===== src/rtl/player_move_ctrl.sv =====
// -----------------------------------------------------------------------------
// player_move_ctrl
// Maze player movement controller. A debounced button pulse starts a move:
// the controller fetches the wall nibble of the current cell from a shared
// maze store (req/ack handshake), checks walls and grid edges, then updates
// the player position and the accepted-move counter. Reaching the goal cell
// freezes the game until the next start pulse.
//
// Ports
//   clk, reset                   clock, asynchronous active-high reset
//   start                        begin / restart a game (any state)
//   btn_up/down/left/right       one-cycle move pulses, priority up>down>left>right
//   cell_rd_req/row/col          maze store read request and cell address
//   cell_rd_ack, cell_rd_data    store ack and wall nibble {N,E,S,W}
//   player_row, player_col       current player cell
//   busy                         fetch or check in progress
//   blocked                      one-cycle pulse after a rejected move
//   win                          player is on the goal cell
//   move_count                   accepted moves since start, saturating
// -----------------------------------------------------------------------------
module player_move_ctrl #(
    parameter int unsigned GRID_DIM  = 15,
    parameter int unsigned START_ROW = 0,
    parameter int unsigned START_COL = 0,
    parameter int unsigned GOAL_ROW  = 14,
    parameter int unsigned GOAL_COL  = 14
) (
    input  logic       clk,
    input  logic       reset,
    input  logic       start,
    input  logic       btn_up,
    input  logic       btn_down,
    input  logic       btn_left,
    input  logic       btn_right,
    output logic       cell_rd_req,
    output logic [3:0] cell_rd_row,
    output logic [3:0] cell_rd_col,
    input  logic       cell_rd_ack,
    input  logic [3:0] cell_rd_data,
    output logic [3:0] player_row,
    output logic [3:0] player_col,
    output logic       busy,
    output logic       blocked,
    output logic       win,
    output logic [9:0] move_count
);

    localparam int unsigned POS_W = 4;
    localparam int unsigned CNT_W = 10;

    localparam logic [POS_W-1:0] LAST_IDX   = POS_W'(GRID_DIM - 1);
    localparam logic [POS_W-1:0] START_R    = POS_W'(START_ROW);
    localparam logic [POS_W-1:0] START_C    = POS_W'(START_COL);
    localparam logic [POS_W-1:0] GOAL_R     = POS_W'(GOAL_ROW);
    localparam logic [POS_W-1:0] GOAL_C     = POS_W'(GOAL_COL);
    localparam logic [CNT_W-1:0] CNT_MAX    = '1;

    // Wall nibble bit positions {N,E,S,W}
    localparam int unsigned WALL_N = 3;
    localparam int unsigned WALL_E = 2;
    localparam int unsigned WALL_S = 1;
    localparam int unsigned WALL_W = 0;

    typedef enum logic [2:0] {
        S_IDLE,
        S_READY,
        S_FETCH,
        S_CHECK,
        S_WON
    } state_t;

    typedef enum logic [1:0] {
        DIR_UP,
        DIR_DOWN,
        DIR_LEFT,
        DIR_RIGHT
    } dir_t;

    state_t             state_q,      state_d;
    dir_t               dir_q,        dir_d;
    logic [3:0]         wall_q,       wall_d;
    logic [POS_W-1:0]   row_q,        row_d;
    logic [POS_W-1:0]   col_q,        col_d;
    logic [CNT_W-1:0]   count_q,      count_d;
    logic               req_q,        req_d;
    logic [POS_W-1:0]   rd_row_q,     rd_row_d;
    logic [POS_W-1:0]   rd_col_q,     rd_col_d;
    logic               busy_q,       busy_d;
    logic               blocked_q,    blocked_d;
    logic               win_q,        win_d;

    // Move evaluation for the latched direction against the latched walls
    logic               move_ok;
    logic [POS_W-1:0]   tgt_row;
    logic [POS_W-1:0]   tgt_col;

    logic               any_btn;
    dir_t               btn_dir;

    // Fixed-priority pick among simultaneous button pulses
    always_comb begin
        any_btn = btn_up | btn_down | btn_left | btn_right;
        btn_dir = DIR_RIGHT;
        if (btn_up) begin
            btn_dir = DIR_UP;
        end else if (btn_down) begin
            btn_dir = DIR_DOWN;
        end else if (btn_left) begin
            btn_dir = DIR_LEFT;
        end
    end

    // Legality: wall bit clear and target cell inside the grid
    always_comb begin
        move_ok = 1'b0;
        tgt_row = row_q;
        tgt_col = col_q;
        unique case (dir_q)
            DIR_UP: begin
                move_ok = !wall_q[WALL_N] && (row_q != '0);
                tgt_row = row_q - POS_W'(1);
            end
            DIR_DOWN: begin
                move_ok = !wall_q[WALL_S] && (row_q < LAST_IDX);
                tgt_row = row_q + POS_W'(1);
            end
            DIR_LEFT: begin
                move_ok = !wall_q[WALL_W] && (col_q != '0);
                tgt_col = col_q - POS_W'(1);
            end
            DIR_RIGHT: begin
                move_ok = !wall_q[WALL_E] && (col_q < LAST_IDX);
                tgt_col = col_q + POS_W'(1);
            end
            default: begin
                move_ok = 1'b0;
            end
        endcase
    end

    // Next-state and registered-output logic
    always_comb begin
        state_d   = state_q;
        dir_d     = dir_q;
        wall_d    = wall_q;
        row_d     = row_q;
        col_d     = col_q;
        count_d   = count_q;
        req_d     = 1'b0;
        rd_row_d  = rd_row_q;
        rd_col_d  = rd_col_q;
        blocked_d = 1'b0;

        if (start) begin
            // start restarts the game from any state, aborting a move in flight
            state_d = S_READY;
            row_d   = START_R;
            col_d   = START_C;
            count_d = '0;
        end else begin
            unique case (state_q)
                S_IDLE: begin
                    state_d = S_IDLE;
                end
                S_READY: begin
                    if (any_btn) begin
                        state_d  = S_FETCH;
                        dir_d    = btn_dir;
                        req_d    = 1'b1;
                        rd_row_d = row_q;
                        rd_col_d = col_q;
                    end
                end
                S_FETCH: begin
                    if (cell_rd_ack) begin
                        state_d = S_CHECK;
                        wall_d  = cell_rd_data;
                    end else begin
                        req_d = 1'b1;
                    end
                end
                S_CHECK: begin
                    if (move_ok) begin
                        row_d = tgt_row;
                        col_d = tgt_col;
                        if (count_q != CNT_MAX) begin
                            count_d = count_q + CNT_W'(1);
                        end
                    end else begin
                        blocked_d = 1'b1;
                    end
                    if ((row_d == GOAL_R) && (col_d == GOAL_C)) begin
                        state_d = S_WON;
                    end else begin
                        state_d = S_READY;
                    end
                end
                S_WON: begin
                    state_d = S_WON;
                end
                default: begin
                    state_d = S_IDLE;
                end
            endcase
        end

        busy_d = (state_d == S_FETCH) || (state_d == S_CHECK);
        win_d  = (state_d == S_WON);
    end

    // State and output registers
    always_ff @(posedge clk or posedge reset) begin
        if (reset) begin
            state_q   <= S_IDLE;
            dir_q     <= DIR_UP;
            wall_q    <= '0;
            row_q     <= START_R;
            col_q     <= START_C;
            count_q   <= '0;
            req_q     <= 1'b0;
            rd_row_q  <= '0;
            rd_col_q  <= '0;
            busy_q    <= 1'b0;
            blocked_q <= 1'b0;
            win_q     <= 1'b0;
        end else begin
            state_q   <= state_d;
            dir_q     <= dir_d;
            wall_q    <= wall_d;
            row_q     <= row_d;
            col_q     <= col_d;
            count_q   <= count_d;
            req_q     <= req_d;
            rd_row_q  <= rd_row_d;
            rd_col_q  <= rd_col_d;
            busy_q    <= busy_d;
            blocked_q <= blocked_d;
            win_q     <= win_d;
        end
    end

    assign cell_rd_req = req_q;
    assign cell_rd_row = rd_row_q;
    assign cell_rd_col = rd_col_q;
    assign player_row  = row_q;
    assign player_col  = col_q;
    assign busy        = busy_q;
    assign blocked     = blocked_q;
    assign win         = win_q;
    assign move_count  = count_q;

endmodule


===== config.mk =====
export PLATFORM = sky130hd
export DESIGN_NAME = player_move_ctrl
export DESIGN_NICKNAME = d
export VERILOG_FILES = /design/src/rtl/player_move_ctrl.sv
export SDC_FILE = /design/constraint.sdc
export NUM_CORES = 1
export LEC_CHECK = 0
export ABC_CLOCK_PERIOD_IN_PS = 2570
export BUFFER_PORTS_ARGS = -buffer_cell sky130_fd_sc_hd__buf_2
export CAP_MARGIN = 20
export CORE_AREA = 2 2 66 68
export DETAILED_ROUTE_END_ITERATION = 6
export DIE_AREA = 0 0 68 70
export GPL_TIMING_DRIVEN = 0
export HOLD_SLACK_MARGIN = 0.05
export PLACE_DENSITY = 0.77
export SLEW_MARGIN = 20
export SYNTH_ARGS = -nofsm -noshare
export SYNTH_HDL_FRONTEND = slang
export SYNTH_SLANG_ARGS = --single-unit

===== constraint.sdc =====
create_clock -name clk -period 2.57 [get_ports clk]
set_input_delay 0.1285 -clock clk [delete_from_list [all_inputs] [get_ports clk]]
set_output_delay 0.1285 -clock clk [all_outputs]
set_load 0.05 [all_outputs]

==> results.cfg <==
[clocking]
cts.sinks = 39
cts_tree = built
clockBufferDepth = 2
cts-htree-levels = 2
worstSkewPairLatency_ps = 300
cts.repair.resized = 0
numCtsBuffers = 5
cts_root_buffer = clkbuf_8
clkTransAtPathRegs_ps = 70

[logic_synthesis]
postSynth.asyncResetShare = 1.00
synth_cells = 206
ys_ff_latch = 39
synth-edff-count = 0
synthAdderAreaFrac = 0.0480
synth-seq-area-share = 0.456
synth.top_cell.area_share = 0.456
synth_common_cells = dfrtp_1 (39), nor2_1 (24), nand2_1 (14), xnor2_1 (14), inv_1 (10)
yosys_warnings = 0
synthDistinctLibCells = 47
synth_top_family_by_area = simple AND/OR/NAND/NOR gates
synth_mux_area_frac = 0.0468
yosysTopAreaCell = dfrtp_1
synth.area.top_cells = dfrtp_1 (46%), xnor2_1 (5.7%), mux2_2 (4.2%), nor2_1 (4.2%), ha_1 (2.9%)
syn-cell-area_um2 = 2140
syn_area_per_cell_um2 = 10.4
synthFlopType = dfrtp_1
synth_nets = 225
yosys.area_share.simple = 0.222
synth-xor-area-share = 0.0655
synth_most_common_cell = dfrtp_1
synth_compound_area_frac = 0.119

[grt]
grt_pass1_wl_um = 7380
groute.usage.overall = 0.203
gr-total-overflow = 0
antenna_found_initial = 0
grt_pass1_vias = 1674
grt_start_max_net_pins = 29

[die]
die_h_um = 70
placementRows = 24
fp.dieW_um = 68
pin_count = 42
start_util = 0.516
die-area_um2 = 4760
fp.coreArea_um2 = 4140

[sta]
min_period_ps = 2430
setup_viol = 0
max_freq_mhz = 411
hold_violations = 0
fin_crit_sh = 0.946
tns_ps = 0
slew_violations = 0
rsz0062_at_grt = no
skew_ps = 10.4
slew_headroom = 0.643
tightest_slew_ps = 536

[critical_path]
cp-start-kind = register
cp-end-kind = register
crit_slowest_cell = dfrtp_1
cp_top_family = compound AO/OA/AOI/OAI gates
crit_required_ps = 2810
crit_buf_inv = 1
cp_cell_sequence = buf_6, nand2b_1, ha_1, nand3_1, a211oi_1, a31oi_1, or3_1, a211oi_2, a21o_1
criticalPathCategory = reg -> reg
critPathArrivalTime_ps = 2670
cp_max_fo = 10
max_stage_delay_ps = 370

[cells_and_area]
fillers = 341
diodes = 0
fin_nets = 276
drive_gt1_frac = 0.300
syn_to_final_growth_pct = 18.8
fin_area_um2 = 2540
fin_util = 0.614

[route]
vias = 1687
dr.pass1.iters = 4
viasPerCell = 5.46
drt_iter0_markers = 93
totalWireLength_um = 4240
ant_nets = 0
wire_per_inst_um = 13.7
drc_errors = 0

[power]
power.internal_w = 0.00104
power.leakage_nw = 1.19
combPwrFrac = 0.280
pwr-share-clk = 0.268
pwr-share-seq = 0.452
power_density_nw_per_um2 = 618
switching_power_w = 0.000527
ir_worst_vdd_mv = 0.353
swShare = 0.336
total_power_w = 0.00157

[flow_run]
drv_cap = 0

[worst_hold_path]
hold_class = in -> reg

[place]
placed_area_um2 = 2420
place_congestion = 0.799
port_buffers = 40
dp_hpwl_um = 3130

[run_status]
status = finished clean
power groups by stage:
stage	sequential (W)	combinational [W]	clock (W)
floorplan	0.000784	0.000278	0
global placement	0.000719	0.000424	0
detailed placement	0.000721	0.000435	0
CTS	0.000710	0.000441	0.000428
global route	0.000718	0.000483	0.000456
finish	0.000710	0.000440	0.000421
routing by layer:
layer / global-route usage / share of wire
met3: 0.0435 / 0.053
met5: 0 / 0
met4: 0.0978 / 0.023
met2: 0.315 / 0.46
met1: 0.264 / 0.46
cells by family after synthesis:
| logic type | Yosys count |
|---|---|
| buf+inv | 19 |
| fa+ha+maj | 7 |
| flops | 39 |
| mux | 9 |
| compound gates | 34 |
| xor+xnor | 16 |
| simple gates | 82 |
final timing paths:
kind | slack, ps | from | endpoint | cells after the start
worst min-delay path | 70 | cell_rd_data[1] | wall_q[1]$_DFFE_PP0P_ | 2
worst min register to register | 490 | cell_rd_row[1]$_DFFE_PP0P_ | cell_rd_row[1]$_DFFE_PP0P_ | 2
worst max register to register | 140 | dir_q[1]$_DFFE_PP0P_ | win$_DFF_PP0_ | 9
min in group asynchronous | 310 | reset | cell_rd_col[0]$_DFFE_PP0P_ | 3
worst max-delay path | 140 | dir_q[1]$_DFFE_PP0P_ | win$_DFF_PP0_ | 9
max in group asynchronous | 1830 | reset | cell_rd_col[3]$_DFFE_PP0P_ | 4
area by class of cell:
| type | instances | area [um2] | share of cell area |
|---|---|---|---|
| Sequential cell | 39 | 976 | 0.384 |
| Buffer | 8 | 50.0 | 0.0197 |
| Inverter | 11 | 41.3 | 0.0162 |
| Clock buffer | 6 | 82.6 | 0.0325 |
| Tap cell | 52 | 65.1 | 0.0256 |
| Clock inverter | 1 | 5.00 | 0.00197 |
| Timing Repair Buffer | 44 | 250 | 0.0984 |
| Multi-Input combinational cell | 148 | 1070 | 0.422 |
per-stage QoR:
step | worst slack (ps) | hold WS (ps) | instances
2_1_floorplan | 362 | 226 | 206
3_3_place_gp | 246 | 341 | 298
3_5_place_dp | 167 | 88.2 | 299
4_1_cts | 162 | 60.3 | 309
5_1_grt | 70.2 | 72.4 | 309
6_report | 139 | 67.4 | 309
registers in the layout, indices dropped and copies added (netlist names):
signal       flops
cell_rd_row      4
cell_rd_req      1
wall_q           4
cell_rd_col      4
dir_q            2
player_row       4
blocked          1
move_count      10
state_q          3
player_col       4
busy             1
win              1
worst reg2reg max path, delay by kind of cell, from the launching register on:
kind / cells / cell delay (ps)
adders and majority gates: 1 / 350
AOI/OAI and AO/OA: 4 / 880
buffers and inverters: 1 / 130
DFF: 1 / 370
and+or+nand+nor: 3 / 640
cell usage in the layout, fill, tap and decap left out, drive strengths merged, types with 2 or more instances in the layout:
master,synthesis,layout
a211oi,4,4
nor4,9,9
dlygate4sd3,0,3
nor3,8,8
o31ai,2,2
nor2,24,24
nand2,14,14
o32ai,3,3
or3,3,3
dfrtp,39,39
a21oi,7,7
clkbuf,4,10
o21ai,10,10
fa,2,2
buf,4,45
xnor2,14,14
nor4b,2,2
a21o,2,2
inv,11,11
mux2,8,8
ha,5,5
nand3,8,8
and3,4,4
and4,2,2
a31oi,2,2
xor2,2,2
repair_timing:
action                                  4_1_cts  5_1_grt
endpoints found under the setup margin        0        0
endpoints found under the hold margin        13        0
setup buffers                                 0        0
hold buffers                                  3        0
Note: power is estimated with default switching activity, not from simulation.
